## src/rtl/ext_pkg.sv

```systemverilog
// ext_pkg: shared constants for the operand-extension / target unit.
//   MODE_W      width of the mode select
//   MODE_*      operation codes; codes 8..11 are load-lane modes that only
//               exist when the unit is built with EXT_TARGET_LOAD_EN
//   FIFO_DEPTH  entries in the output queue
package ext_pkg;

    localparam int MODE_W     = 4;
    localparam int FIFO_DEPTH = 2;

    localparam logic [MODE_W-1:0] MODE_ZEXT = 4'd0;
    localparam logic [MODE_W-1:0] MODE_SEXT = 4'd1;
    localparam logic [MODE_W-1:0] MODE_LUI  = 4'd2;
    localparam logic [MODE_W-1:0] MODE_BR   = 4'd3;
    localparam logic [MODE_W-1:0] MODE_JMP  = 4'd4;
    localparam logic [MODE_W-1:0] MODE_SHL2 = 4'd5;
    localparam logic [MODE_W-1:0] MODE_LB   = 4'd8;
    localparam logic [MODE_W-1:0] MODE_LBU  = 4'd9;
    localparam logic [MODE_W-1:0] MODE_LH   = 4'd10;
    localparam logic [MODE_W-1:0] MODE_LHU  = 4'd11;

endpackage

```

## src/rtl/ext_target_unit_if.sv

```systemverilog
// ext_target_unit_if: request/result bundle of the extension unit.
//   Request side : in_valid, in_ready, in_mode, in_imm, in_idx, in_pc,
//                  in_word, in_addr_lo
//   Result side  : out_valid, out_ready, out_data, out_err
// Handshake: a beat moves on a rising edge where valid && ready are both 1.
// The producer holds its payload stable while valid && !ready; ready may
// depend combinationally on state but never on the partner's valid.
// Modports: master = the datapath driving requests and taking results,
//           slave  = the unit.
interface ext_target_unit_if
    import ext_pkg::*;
#(
    parameter int DATA_W = 32,
    parameter int IMM_W  = 16,
    parameter int IDX_W  = 26
);
    logic              in_valid;
    logic              in_ready;
    logic [MODE_W-1:0] in_mode;
    logic [IMM_W-1:0]  in_imm;
    logic [IDX_W-1:0]  in_idx;
    logic [DATA_W-1:0] in_pc;
    logic [DATA_W-1:0] in_word;
    logic [1:0]        in_addr_lo;
    logic              out_valid;
    logic              out_ready;
    logic [DATA_W-1:0] out_data;
    logic              out_err;

    modport master (
        output in_valid, in_mode, in_imm, in_idx, in_pc, in_word, in_addr_lo,
        output out_ready,
        input  in_ready, out_valid, out_data, out_err
    );

    modport slave (
        input  in_valid, in_mode, in_imm, in_idx, in_pc, in_word, in_addr_lo,
        input  out_ready,
        output in_ready, out_valid, out_data, out_err
    );
endinterface

```

## src/rtl/ext_calc.sv

```systemverilog
// ext_calc: combinational mode mux, extender and branch-target adder.
// Ports: mode/imm/idx/pc/word/addr_lo in, data/err out.
// Build option: EXT_TARGET_LOAD_EN enables load-lane modes LB/LBU/LH/LHU;
// without it those codes are illegal and word/addr_lo are ignored.
// DATA_W must equal PC_HI_W+IDX_W+2 and be >= IMM_W+2; load lanes assume
// a 32-bit word.
module ext_calc
    import ext_pkg::*;
#(
    parameter int DATA_W  = 32,
    parameter int IMM_W   = 16,
    parameter int IDX_W   = 26,
    parameter int PC_HI_W = 4
) (
    input  logic [MODE_W-1:0] mode,
    input  logic [IMM_W-1:0]  imm,
    input  logic [IDX_W-1:0]  idx,
    input  logic [DATA_W-1:0] pc,
    input  logic [DATA_W-1:0] word,
    input  logic [1:0]        addr_lo,
    output logic [DATA_W-1:0] data,
    output logic              err
);
    logic [DATA_W-1:0] imm_sext;
    logic [DATA_W-1:0] br_target;

    assign imm_sext  = {{(DATA_W-IMM_W){imm[IMM_W-1]}}, imm};
    // Word offset: drop the top two bits of the sign-extended value and
    // append 2'b00, which is the shift-by-two with the carry discarded.
    assign br_target = pc + {imm_sext[DATA_W-3:0], 2'b00};

`ifdef EXT_TARGET_LOAD_EN
    logic [7:0]  byte_lane;
    logic [15:0] half_lane;
    assign byte_lane = word[{addr_lo, 3'b000} +: 8];
    assign half_lane = addr_lo[1] ? word[31:16] : word[15:0];
`else
    logic unused_load;
    assign unused_load = ^{word, addr_lo};
`endif

    always_comb begin
        data = '0;
        err  = 1'b0;
        case (mode)
            MODE_ZEXT: data = {{(DATA_W-IMM_W){1'b0}}, imm};
            MODE_SEXT: data = imm_sext;
            MODE_LUI:  data = {imm, {(DATA_W-IMM_W){1'b0}}};
            MODE_BR:   data = br_target;
            MODE_JMP:  data = {pc[DATA_W-1 -: PC_HI_W], idx, 2'b00};
            MODE_SHL2: data = {{(DATA_W-IMM_W-2){1'b0}}, imm, 2'b00};
`ifdef EXT_TARGET_LOAD_EN
            MODE_LB:   data = {{(DATA_W-8){byte_lane[7]}}, byte_lane};
            MODE_LBU:  data = {{(DATA_W-8){1'b0}}, byte_lane};
            MODE_LH: begin
                // Odd byte address cannot hold an aligned halfword.
                if (addr_lo[0]) err = 1'b1;
                else            data = {{(DATA_W-16){half_lane[15]}}, half_lane};
            end
            MODE_LHU: begin
                if (addr_lo[0]) err = 1'b1;
                else            data = {{(DATA_W-16){1'b0}}, half_lane};
            end
`endif
            default:   err = 1'b1;
        endcase
    end
endmodule

```

## src/rtl/ext_target_unit.sv

```systemverilog
// ext_target_unit: operand-extension / branch-jump target unit with a
// 2-entry registered result queue.
// Ports: clk, rst (synchronous, active-high), bus (ext_target_unit_if.slave)
//   carrying the request (in_*) and result (out_*) handshakes.
// Build option: EXT_TARGET_LOAD_EN adds load-lane modes 8..11 (see ext_calc).
// Results appear one cycle after acceptance when the queue was empty;
// illegal modes still enqueue an entry with err set and data zero.
module ext_target_unit
    import ext_pkg::*;
#(
    parameter int DATA_W  = 32,
    parameter int IMM_W   = 16,
    parameter int IDX_W   = 26,
    parameter int PC_HI_W = 4
) (
    input  logic             clk,
    input  logic             rst,
    ext_target_unit_if.slave bus
);
    localparam logic [1:0] COUNT_FULL = 2'(FIFO_DEPTH);

    logic [DATA_W-1:0] calc_data;
    logic              calc_err;

    ext_calc #(
        .DATA_W (DATA_W),
        .IMM_W  (IMM_W),
        .IDX_W  (IDX_W),
        .PC_HI_W(PC_HI_W)
    ) u_calc (
        .mode   (bus.in_mode),
        .imm    (bus.in_imm),
        .idx    (bus.in_idx),
        .pc     (bus.in_pc),
        .word   (bus.in_word),
        .addr_lo(bus.in_addr_lo),
        .data   (calc_data),
        .err    (calc_err)
    );

    logic [DATA_W-1:0] q_data [FIFO_DEPTH];
    logic              q_err  [FIFO_DEPTH];
    logic              wr_ptr;
    logic              rd_ptr;
    logic [1:0]        count;
    logic              push;
    logic              pop;

    assign bus.in_ready  = !rst && (count != COUNT_FULL);
    assign bus.out_valid = (count != 2'd0);
    // Gated so the result bus reads zero whenever the queue is empty.
    assign bus.out_data  = bus.out_valid ? q_data[rd_ptr] : '0;
    assign bus.out_err   = bus.out_valid ? q_err[rd_ptr]  : 1'b0;

    assign push = bus.in_valid && bus.in_ready;
    assign pop  = bus.out_valid && bus.out_ready;

    // Queue storage needs no reset: entries are only visible via count.
    always_ff @(posedge clk) begin
        if (rst) begin
            count  <= 2'd0;
            wr_ptr <= 1'b0;
            rd_ptr <= 1'b0;
        end else begin
            if (push) begin
                q_data[wr_ptr] <= calc_data;
                q_err[wr_ptr]  <= calc_err;
                wr_ptr         <= ~wr_ptr;
            end
            if (pop) rd_ptr <= ~rd_ptr;
            case ({push, pop})
                2'b10:   count <= count + 2'd1;
                2'b01:   count <= count - 2'd1;
                default: count <= count;
            endcase
        end
    end
endmodule

```

## src/flat_wrapper.sv

```systemverilog
// flat-port wrapper written by rule: the top's interface ports become plain ports
module ext_target_unit_flat import ext_pkg::*;
#(
    parameter int DATA_W  = 32,
    parameter int IMM_W   = 16,
    parameter int IDX_W   = 26,
    parameter int PC_HI_W = 4
)
  (clk, rst, bus_in_valid, bus_in_mode, bus_in_imm, bus_in_idx, bus_in_pc, bus_in_word, bus_in_addr_lo, bus_out_ready, bus_in_ready, bus_out_valid, bus_out_data, bus_out_err);
  ext_target_unit_if #(.DATA_W(DATA_W), .IMM_W(IMM_W), .IDX_W(IDX_W)) bus_i ();
  input  logic clk;
  input  logic rst;
  input wire logic [$bits(bus_i.in_valid)-1:0] bus_in_valid;
  input wire logic [$bits(bus_i.in_mode)-1:0] bus_in_mode;
  input wire logic [$bits(bus_i.in_imm)-1:0] bus_in_imm;
  input wire logic [$bits(bus_i.in_idx)-1:0] bus_in_idx;
  input wire logic [$bits(bus_i.in_pc)-1:0] bus_in_pc;
  input wire logic [$bits(bus_i.in_word)-1:0] bus_in_word;
  input wire logic [$bits(bus_i.in_addr_lo)-1:0] bus_in_addr_lo;
  input wire logic [$bits(bus_i.out_ready)-1:0] bus_out_ready;
  output wire logic [$bits(bus_i.in_ready)-1:0] bus_in_ready;
  output wire logic [$bits(bus_i.out_valid)-1:0] bus_out_valid;
  output wire logic [$bits(bus_i.out_data)-1:0] bus_out_data;
  output wire logic [$bits(bus_i.out_err)-1:0] bus_out_err;
  assign bus_i.in_valid = bus_in_valid;
  assign bus_i.in_mode = bus_in_mode;
  assign bus_i.in_imm = bus_in_imm;
  assign bus_i.in_idx = bus_in_idx;
  assign bus_i.in_pc = bus_in_pc;
  assign bus_i.in_word = bus_in_word;
  assign bus_i.in_addr_lo = bus_in_addr_lo;
  assign bus_i.out_ready = bus_out_ready;
  assign bus_in_ready = bus_i.in_ready;
  assign bus_out_valid = bus_i.out_valid;
  assign bus_out_data = bus_i.out_data;
  assign bus_out_err = bus_i.out_err;
  ext_target_unit #(.DATA_W(DATA_W), .IMM_W(IMM_W), .IDX_W(IDX_W), .PC_HI_W(PC_HI_W)) u_core (.clk(clk), .rst(rst), .bus(bus_i));
endmodule
```

## config.mk

```make
export PLATFORM = sky130hd
export DESIGN_NAME = ext_target_unit_flat
export DESIGN_NICKNAME = d
export VERILOG_FILES = /design/src/rtl/ext_pkg.sv /design/src/rtl/ext_target_unit_if.sv /design/src/rtl/ext_calc.sv /design/src/rtl/ext_target_unit.sv /design/src/flat_wrapper.sv
export SDC_FILE = /design/constraint.sdc
export NUM_CORES = 1
export LEC_CHECK = 0
export CAP_MARGIN = 20
export CORE_ASPECT_RATIO = 0.7
export CORE_UTILIZATION = 40
export DETAILED_ROUTE_END_ITERATION = 6
export GPL_ROUTABILITY_DRIVEN = 1
export PLACE_DENSITY = 0.72
export SLEW_MARGIN = 20
export SYNTH_ARGS = -nofsm -noshare
export SYNTH_HDL_FRONTEND = slang
export SYNTH_SLANG_ARGS = --single-unit
```

## constraint.sdc

```tcl
create_clock -name clk -period 2.82 [get_ports clk]
set_input_delay 0.846 -clock clk [delete_from_list [all_inputs] [get_ports clk]]
set_output_delay 0.846 -clock clk [all_outputs]
set_load 0.1 [all_outputs]
```

### Yosys cells after proc, flatten, opt, wreduce, memory -nomap -nowiden

Memories as Yosys holds them, arrays and structs flattened. A register that Yosys moved wholly into a read port is not among the register bits.
Index checks and enable logic that the tools add are counted.

* word-level logic and storage cells: 38
* bits of input ports: 116
* memories kept: 2
* flip-flop bits (word level): 4
* output and inout bits: 35
* memory bits (writable): 66

* eq/ne operators: 8
* bitwise logic cells: 2
* reductions and logical operators: 8
* add/sub/neg operators: 3
* muxes and demuxes: 12

Memories
* u_core.q_data: words 2, bits a word 32, read ports 1, clocked after Yosys merged registers in 1, write ports 1, RTL line ext_target_unit.sv:41 `logic [DATA_W-1:0] q_data [FIFO_DEPTH];`
* u_core.q_err: words 2, bits a word 1, read ports 1, clocked after Yosys merged registers in 1, write ports 1, RTL line ext_target_unit.sv:42 `logic q_err [FIFO_DEPTH];`

Operators by type and width (number)
* $pmux W32 S6: 1
* $add A32 B32 Y32: 1
* $mux W32: 1
* $mux W1: 9
* $eq A4 B2 Y1 const B: 2
* $eq A4 B3 Y1 const B: 2
* $reduce_or A6 Y1: 1
* $eq A4 B1 Y1 const B: 1
* $logic_not A4 Y1: 1
* $pmux W2 S2: 1
* $reduce_bool A2 Y1: 2
* $logic_and A1 B1 Y1: 3
* $add A2 B1 Y2 const B: 1
* $eq A2 B1 Y1 const B: 1
* $eq A2 B2 Y1 const B: 1
* $ne A2 B2 Y1 const B: 1
* $not A1 Y1: 2
* $sub A2 B1 Y2 const B: 1
* $logic_not A1 Y1: 1

### Depth between registers and ports, before layout

* word-level depth: 6
* gate-level depth with buffers: 10
* depth with buffers taken out: 10

### Cells and area by module

A second synthesis with hierarchy kept.

* cells, all modules: 502
* area, all modules: 5021.1 sq um

By module, submodules not included
* ext_target_unit: cells an instance 167, area an instance 2698.8 sq um, sequential area each 2082.0 sq um, times used 1
* ext_calc: cells an instance 335, area an instance 2322.2 sq um, sequential area each 0.0 sq um, times used 1

### Least setup slack after synthesis

No wires, ideal clock.

* path type: input -> register
* from: input rst
* to: memory u_core.q_data[0][0], enable pin
* cell stages on the path: 3
* slack: -1.782 ns
* library setup time: 0.423 ns
* arrival time: 4.179 ns
* required time: 2.397 ns
* path buffers: 0
* cell sequence: a21oi_1 > nand2_1 > nor2_1

* word-level cells in the longest chain between the ends: 6

RTL lines
* from (decl): RTL line flat_wrapper.sv:12 `input logic rst;`
* $logic_not A1 Y1: RTL line ext_target_unit.sv:49 `assign bus.in_ready = !rst && (count != COUNT_FULL);`
* $logic_and A1 B1 Y1: RTL line ext_target_unit.sv:49
* $logic_and A1 B1 Y1: RTL line ext_target_unit.sv:55 `assign push = bus.in_valid && bus.in_ready;`
* $mux W1: RTL line ext_target_unit.sv:65 `if (push) begin`
* $mux W1 *: RTL line ext_target_unit.sv:60 `if (rst) begin`
* $mux W1 (implied by the code) *: RTL line ext_target_unit.sv:66 `q_data[wr_ptr] <= calc_data;`
* to (decl): RTL line ext_target_unit.sv:41

Mark *: on every way between the ends. The rest lies on a longest branch, timed or not.

### Worst setup path after layout

* from: input bus_in_pc[2]
* to: memory u_core.q_data[0][10], data pin

* word-level cells in the longest chain between the ends: 2

RTL lines
* from (decl): RTL line flat_wrapper.sv:17 `input wire logic [$bits(bus_i.in_pc)-1:0] bus_in_pc;`
* $add A32 B32 Y32: RTL line ext_calc.sv:30 `assign br_target = pc + {imm_sext[DATA_W-3:0], 2'b00};`
* $pmux W32 S6: RTL line ext_calc.sv:45 `case (mode)`
* via u_core.calc_data[10]: RTL line ext_target_unit.sv:22 `logic [DATA_W-1:0] calc_data;`

The timed path passes the listed nets, and every way through them passes these cells.

==> reports/summary.txt <==
STATUS
------------------------------------------------------------------------------------
Run status ............................................................ complete, no violations

SETUP PATH
------------------------------------------------------------------------------------
Worst path top cell family by delay ................................... compound AO/OA/AOI/OAI gates
Data required time of the critical path ...............................      2.91 ns
Max stage delay on crit path ..........................................      0.38 ns
FF-to-FF setup slack ..................................................      0.83 ns
Critical-path maximum fanout ..........................................            2
Startpoint-to-endpoint class of the critical path ..................... input port to flop
Category of the worst setup path launch point .........................   input port
Worst path depth ......................................................           12
Worst path cell trace ................................................. buf_6 -> ha_4 -> fa_2 -> a21oi_4 -> nor2_4 -> buf_4 -> o21a_1 -> o21ai_1 -> nand2b_1 -> xnor2_2 -> o21ai_0 -> buf_4
Critical Path Slowest Stage Cell ...................................... sky130_fd_sc_hd__fa_2
Total buffers and inverters traversed by the critical path ............            3
Most repeated library cell on the critical path ....................... sky130_fd_sc_hd__buf_4
Crit path arrival time ................................................      2.87 ns
R2R cell count ........................................................            6
CP Capture Type .......................................................         flop

YOSYS
------------------------------------------------------------------------------------
Library cells used by synthesis .......................................           68
Netlist area before placement .........................................   5080 sq um
Synthesized-area fraction occupied by and/or/nand/nor cells ...........        0.120
Largest family of logic cells by synthesized area ..................... compound AO/OA/AOI/OAI gates
Number of synthesized register bits ...................................           71
Parity-gate share of the synthesized area counting xor and xnor cells .       0.0466
Post-synth top flop ................................................... sky130_fd_sc_hd__edfxtp_1
Adder and majority gate portion of the synthesized area ...............       0.0779
Post-synthesis async set-or-reset flop share ..........................            0
Sequential area share after synthesis .................................        0.410
Portion of netlist area occupied by mux cells .........................       0.0670
Net count of the mapped netlist .......................................          634
Count of flip-flops with a built-in enable after synthesis ............           66
Mean Syn Cell Area ....................................................   10.4 sq um
Compound-Gate Fraction of Synth Area ..................................        0.224
Number of cells produced by synthesis .................................          487
Syn. warnings .........................................................            0

POWER AND IR DROP
------------------------------------------------------------------------------------
Maximum ir drop on the vdd rail .......................................   0.000882 V
Power per cell area ...................................................  708 nW/um^2
Static Leakage ........................................................      3.43 nW
Switching power as a share of total power .............................        0.442
Cell Int Power ........................................................      3.45 mW
Clock network fraction of design power ................................        0.194
Power, Total ..........................................................      6.19 mW
Switch Pwr ............................................................      2.74 mW
Share of power burned in combinational logic ..........................        0.591
Register share of total power .........................................        0.216

STA
------------------------------------------------------------------------------------
Relative slew margins .................................................        0.371
Period utilization ....................................................        0.986
# setup viols final ...................................................            0
Hold Violations, Final ................................................            0
Transition time at the pin with the least slew margin .................     0.941 ns
Highest achievable clock rate .........................................    0.360 GHz
Slew Limit Fails ......................................................            0
Maximum clock skew at final layout ....................................   0.00597 ns
RSZ-0062 raised after global routing ..................................          yes
Post-layout min period ................................................      2.78 ns

ROUTING
------------------------------------------------------------------------------------
Routed via count divided by cell count ................................         5.70
Number of remaining DRC errors ........................................            0
Wire length per cell ..................................................      19.0 um
Number of routed nets with antenna violations .........................            0
Via count .............................................................         5140
Detailed-router iteration count before antenna repair .................            7
DR iter-0 viols .......................................................          333
Final Routed Wirelength ...............................................      17.2 mm

FLOORPLANNING
------------------------------------------------------------------------------------
Area of the core ......................................................  12400 sq um
Die Ht ................................................................      96.3 um
Die Wd ................................................................       137 um
DIE AREA ..............................................................  13200 sq um
# rows ................................................................           34
Initial core utilization ..............................................        0.410
IO Pins ...............................................................          151

PLACE
------------------------------------------------------------------------------------
Port buffer count .....................................................          116
Placed insts ..........................................................          867
Routability Congestion ................................................        0.910
Placed wire-length estimate after detailed placement ..................      12.9 mm

WORST HOLD PATH
------------------------------------------------------------------------------------
Cells on Worst Hold Path ..............................................            2
Class of the worst hold path .......................................... flop to flop

FINISH
------------------------------------------------------------------------------------
Synthesis-to-layout area growth .......................................        72.3%
Fill cell total of the finished layout ................................          880
Number of antenna cells inserted ......................................            0
Sequential cell area ..................................................   2080 sq um
Net count of the finished layout ......................................          882
Fraction of final layout cells sized beyond drive strength 1 ..........        0.457
Combined area of the multi-input logic cells ..........................   3400 sq um
Number of cells in the finished layout apart from fillers .............          902

GRT
------------------------------------------------------------------------------------
Global-route wire length before repair ................................      25.8 mm
Total track usage .....................................................        0.264
Vias in the first global route ........................................         4950
Number of antenna violations at the first check in global routing .....            0
Global route overflow .................................................            0
Pin count of the biggest net entering global routing ..................           34

CLOCK TREE
------------------------------------------------------------------------------------
Post-CTS Hold Buffers .................................................            0
Clk Tree Root Cell .................................................... sky130_fd_sc_hd__clkbuf_16
H-Tree Level Count ....................................................            3
Clock tree buffer depth ...............................................            2
Clk slew on worst S/H paths ...........................................      0.06 ns
Insertion delay of the later-clocked pin in the worst-skew pair .......      0.33 ns
Num CTS Buffers .......................................................            9
Number of clock sinks .................................................           71
TritonCTS clock tree ..................................................          yes

JOB
------------------------------------------------------------------------------------
Number of max-cap violations ..........................................            0

## cell families after synthesis
kind of cell    after synthesis
buf+inv                      45
xor+xnor                     27
simple gates                125
compound gates              154
flops                        71
fa+ha+maj                    31
mux                          34
## Yosys cell counts, types with 3 or more instances
| cell | instances | area share |
|---|---|---|
| sky130_fd_sc_hd__mux2i_1 | 34 | 0.067 |
| sky130_fd_sc_hd__o21ai_0 | 26 | 0.026 |
| sky130_fd_sc_hd__a211oi_1 | 3 | 0.0044 |
| sky130_fd_sc_hd__and3_1 | 4 | 0.0049 |
| sky130_fd_sc_hd__nand4_1 | 6 | 0.0074 |
| sky130_fd_sc_hd__a222oi_1 | 14 | 0.028 |
| sky130_fd_sc_hd__o41ai_2 | 3 | 0.0096 |
| sky130_fd_sc_hd__a221oi_1 | 13 | 0.022 |
| sky130_fd_sc_hd__xor2_1 | 6 | 0.010 |
| sky130_fd_sc_hd__clkbuf_2 | 3 | 0.0030 |
| sky130_fd_sc_hd__a31oi_1 | 5 | 0.0062 |
| sky130_fd_sc_hd__edfxtp_1 | 66 | 0.39 |
| sky130_fd_sc_hd__dfxtp_1 | 5 | 0.020 |
| sky130_fd_sc_hd__nor2_1 | 49 | 0.036 |
| sky130_fd_sc_hd__a21o_1 | 14 | 0.021 |
| sky130_fd_sc_hd__o21a_1 | 5 | 0.0074 |
| sky130_fd_sc_hd__ha_1 | 30 | 0.074 |
| sky130_fd_sc_hd__nand2_1 | 25 | 0.018 |
| sky130_fd_sc_hd__clkbuf_1 | 16 | 0.012 |
| sky130_fd_sc_hd__buf_6 | 3 | 0.0067 |
| sky130_fd_sc_hd__o21ai_1 | 11 | 0.011 |
| sky130_fd_sc_hd__o21bai_1 | 7 | 0.010 |
| sky130_fd_sc_hd__nor3_1 | 6 | 0.0059 |
| sky130_fd_sc_hd__a221o_1 | 3 | 0.0059 |
| sky130_fd_sc_hd__o31ai_1 | 3 | 0.0044 |
| sky130_fd_sc_hd__xnor2_1 | 21 | 0.036 |
| sky130_fd_sc_hd__a21oi_1 | 26 | 0.026 |
| sky130_fd_sc_hd__inv_1 | 14 | 0.010 |
| sky130_fd_sc_hd__nand3_1 | 16 | 0.016 |
## per-layer routing
metal  global-route usage  routed length, um  part of all wire  vias to the layer above
li1                     -                  -                 -                     2388
met1                0.353               7540              0.44                     2472
met2                0.437               8140              0.47                      240
met3               0.0316               1090             0.064                       40
met4                0.104                408             0.024                        0
met5                    0                  0                 0                        -
## state kept, by name, indices dropped and copies added, names as in the netlist, named ones only
| register | cells |
|---|---|
| u_core.q_data | 64 |
| u_core.count | 2 |
| u_core.q_err | 2 |
| u_core.rd_ptr | 1 |
| u_core.wr_ptr | 1 |
## metrics by stage
| step | util | TNS (ns) | area, sq um | hold slack [ns] | worst slack, ns |
|---|---|---|---|---|---|
| after floorplan | - | 0 | 5180 | 0.481 | 0.0118 |
| after global placement | 0.627 | -27.34 | 7760 | 0.498 | -0.679 |
| after detailed placement | 0.627 | -30.74 | 7760 | 0.504 | -0.803 |
| after CTS | 0.686 | -0.0428 | 8490 | 0.522 | -0.0237 |
| after global routing | 0.706 | -0.391 | 8740 | 0.581 | -0.0472 |
| final | 0.706 | 0 | 8740 | 0.522 | 0.0408 |
## timing repair
action,CTS,global route
resized for setup,100,79
buffers inserted,7,11
pin swaps,42,55
gates cloned,1,0
setup endpoints to repair,48,40
## cell usage in the layout, fill, tap and decap left out, types with 9 or more instances in the layout
cell                              Yosys  layout
sky130_fd_sc_hd__nand3_1             16      12
sky130_fd_sc_hd__a222oi_1            14      14
sky130_fd_sc_hd__dlygate4sd2_1        0       9
sky130_fd_sc_hd__clkdlybuf4s50_1      0      44
sky130_fd_sc_hd__a221oi_1            13      12
sky130_fd_sc_hd__nor2_2               1      31
sky130_fd_sc_hd__clkbuf_2             3      15
sky130_fd_sc_hd__nand2_1             25      23
sky130_fd_sc_hd__ha_4                 0      22
sky130_fd_sc_hd__inv_1               14      13
sky130_fd_sc_hd__xnor2_1             21      19
sky130_fd_sc_hd__clkbuf_16            0       9
sky130_fd_sc_hd__o21ai_0             26      17
sky130_fd_sc_hd__buf_12               0      41
sky130_fd_sc_hd__buf_4                2     140
sky130_fd_sc_hd__o21ai_1             11      12
sky130_fd_sc_hd__a21oi_1             26      18
sky130_fd_sc_hd__edfxtp_1            66      66
sky130_fd_sc_hd__a21o_1              14      13
sky130_fd_sc_hd__mux2i_1             34      34
sky130_fd_sc_hd__nor2_1              49      16
## worst min-delay path, cell delays in order (launching register included)
cell and delay [ns]:
sky130_fd_sc_hd__dfxtp_1 0.32, sky130_fd_sc_hd__xnor2_1 0.09, sky130_fd_sc_hd__nor2_1 0.08
## path summary, 6_finish.rpt
check | end | start
hold reg to reg | u_core.rd_ptr | u_core.rd_ptr
hold / removal | u_core.rd_ptr | u_core.rd_ptr
setup / recovery | u_core.q_data[0][10] | bus_in_pc[2]
setup reg to reg | u_core.count[1] | u_core.count[1]
## power by group through the flow
| stage | Clock, mW | Sequential [mW] | Combinational, mW |
|---|---|---|---|
| finish | 1.20 | 1.33 | 3.65 |
| global route | 1.25 | 1.34 | 3.81 |
| CTS | 1.21 | 1.34 | 3.57 |
| detailed placement | 0 | 1.35 | 3.47 |
| global placement | 0 | 1.35 | 3.42 |
| floorplan | 0 | 1.31 | 2.17 |
## cell type report
class / count / area share
sequential: 71 / 0.238
clock inverter: 7 / 0.0112
inverter: 14 / 0.00601
timing repair buffer: 268 / 0.306
clock buffer: 9 / 0.0258
tap: 162 / 0.0232
multi-input combinational: 371 / 0.389
Note: power is estimated with default switching activity, not from simulation.
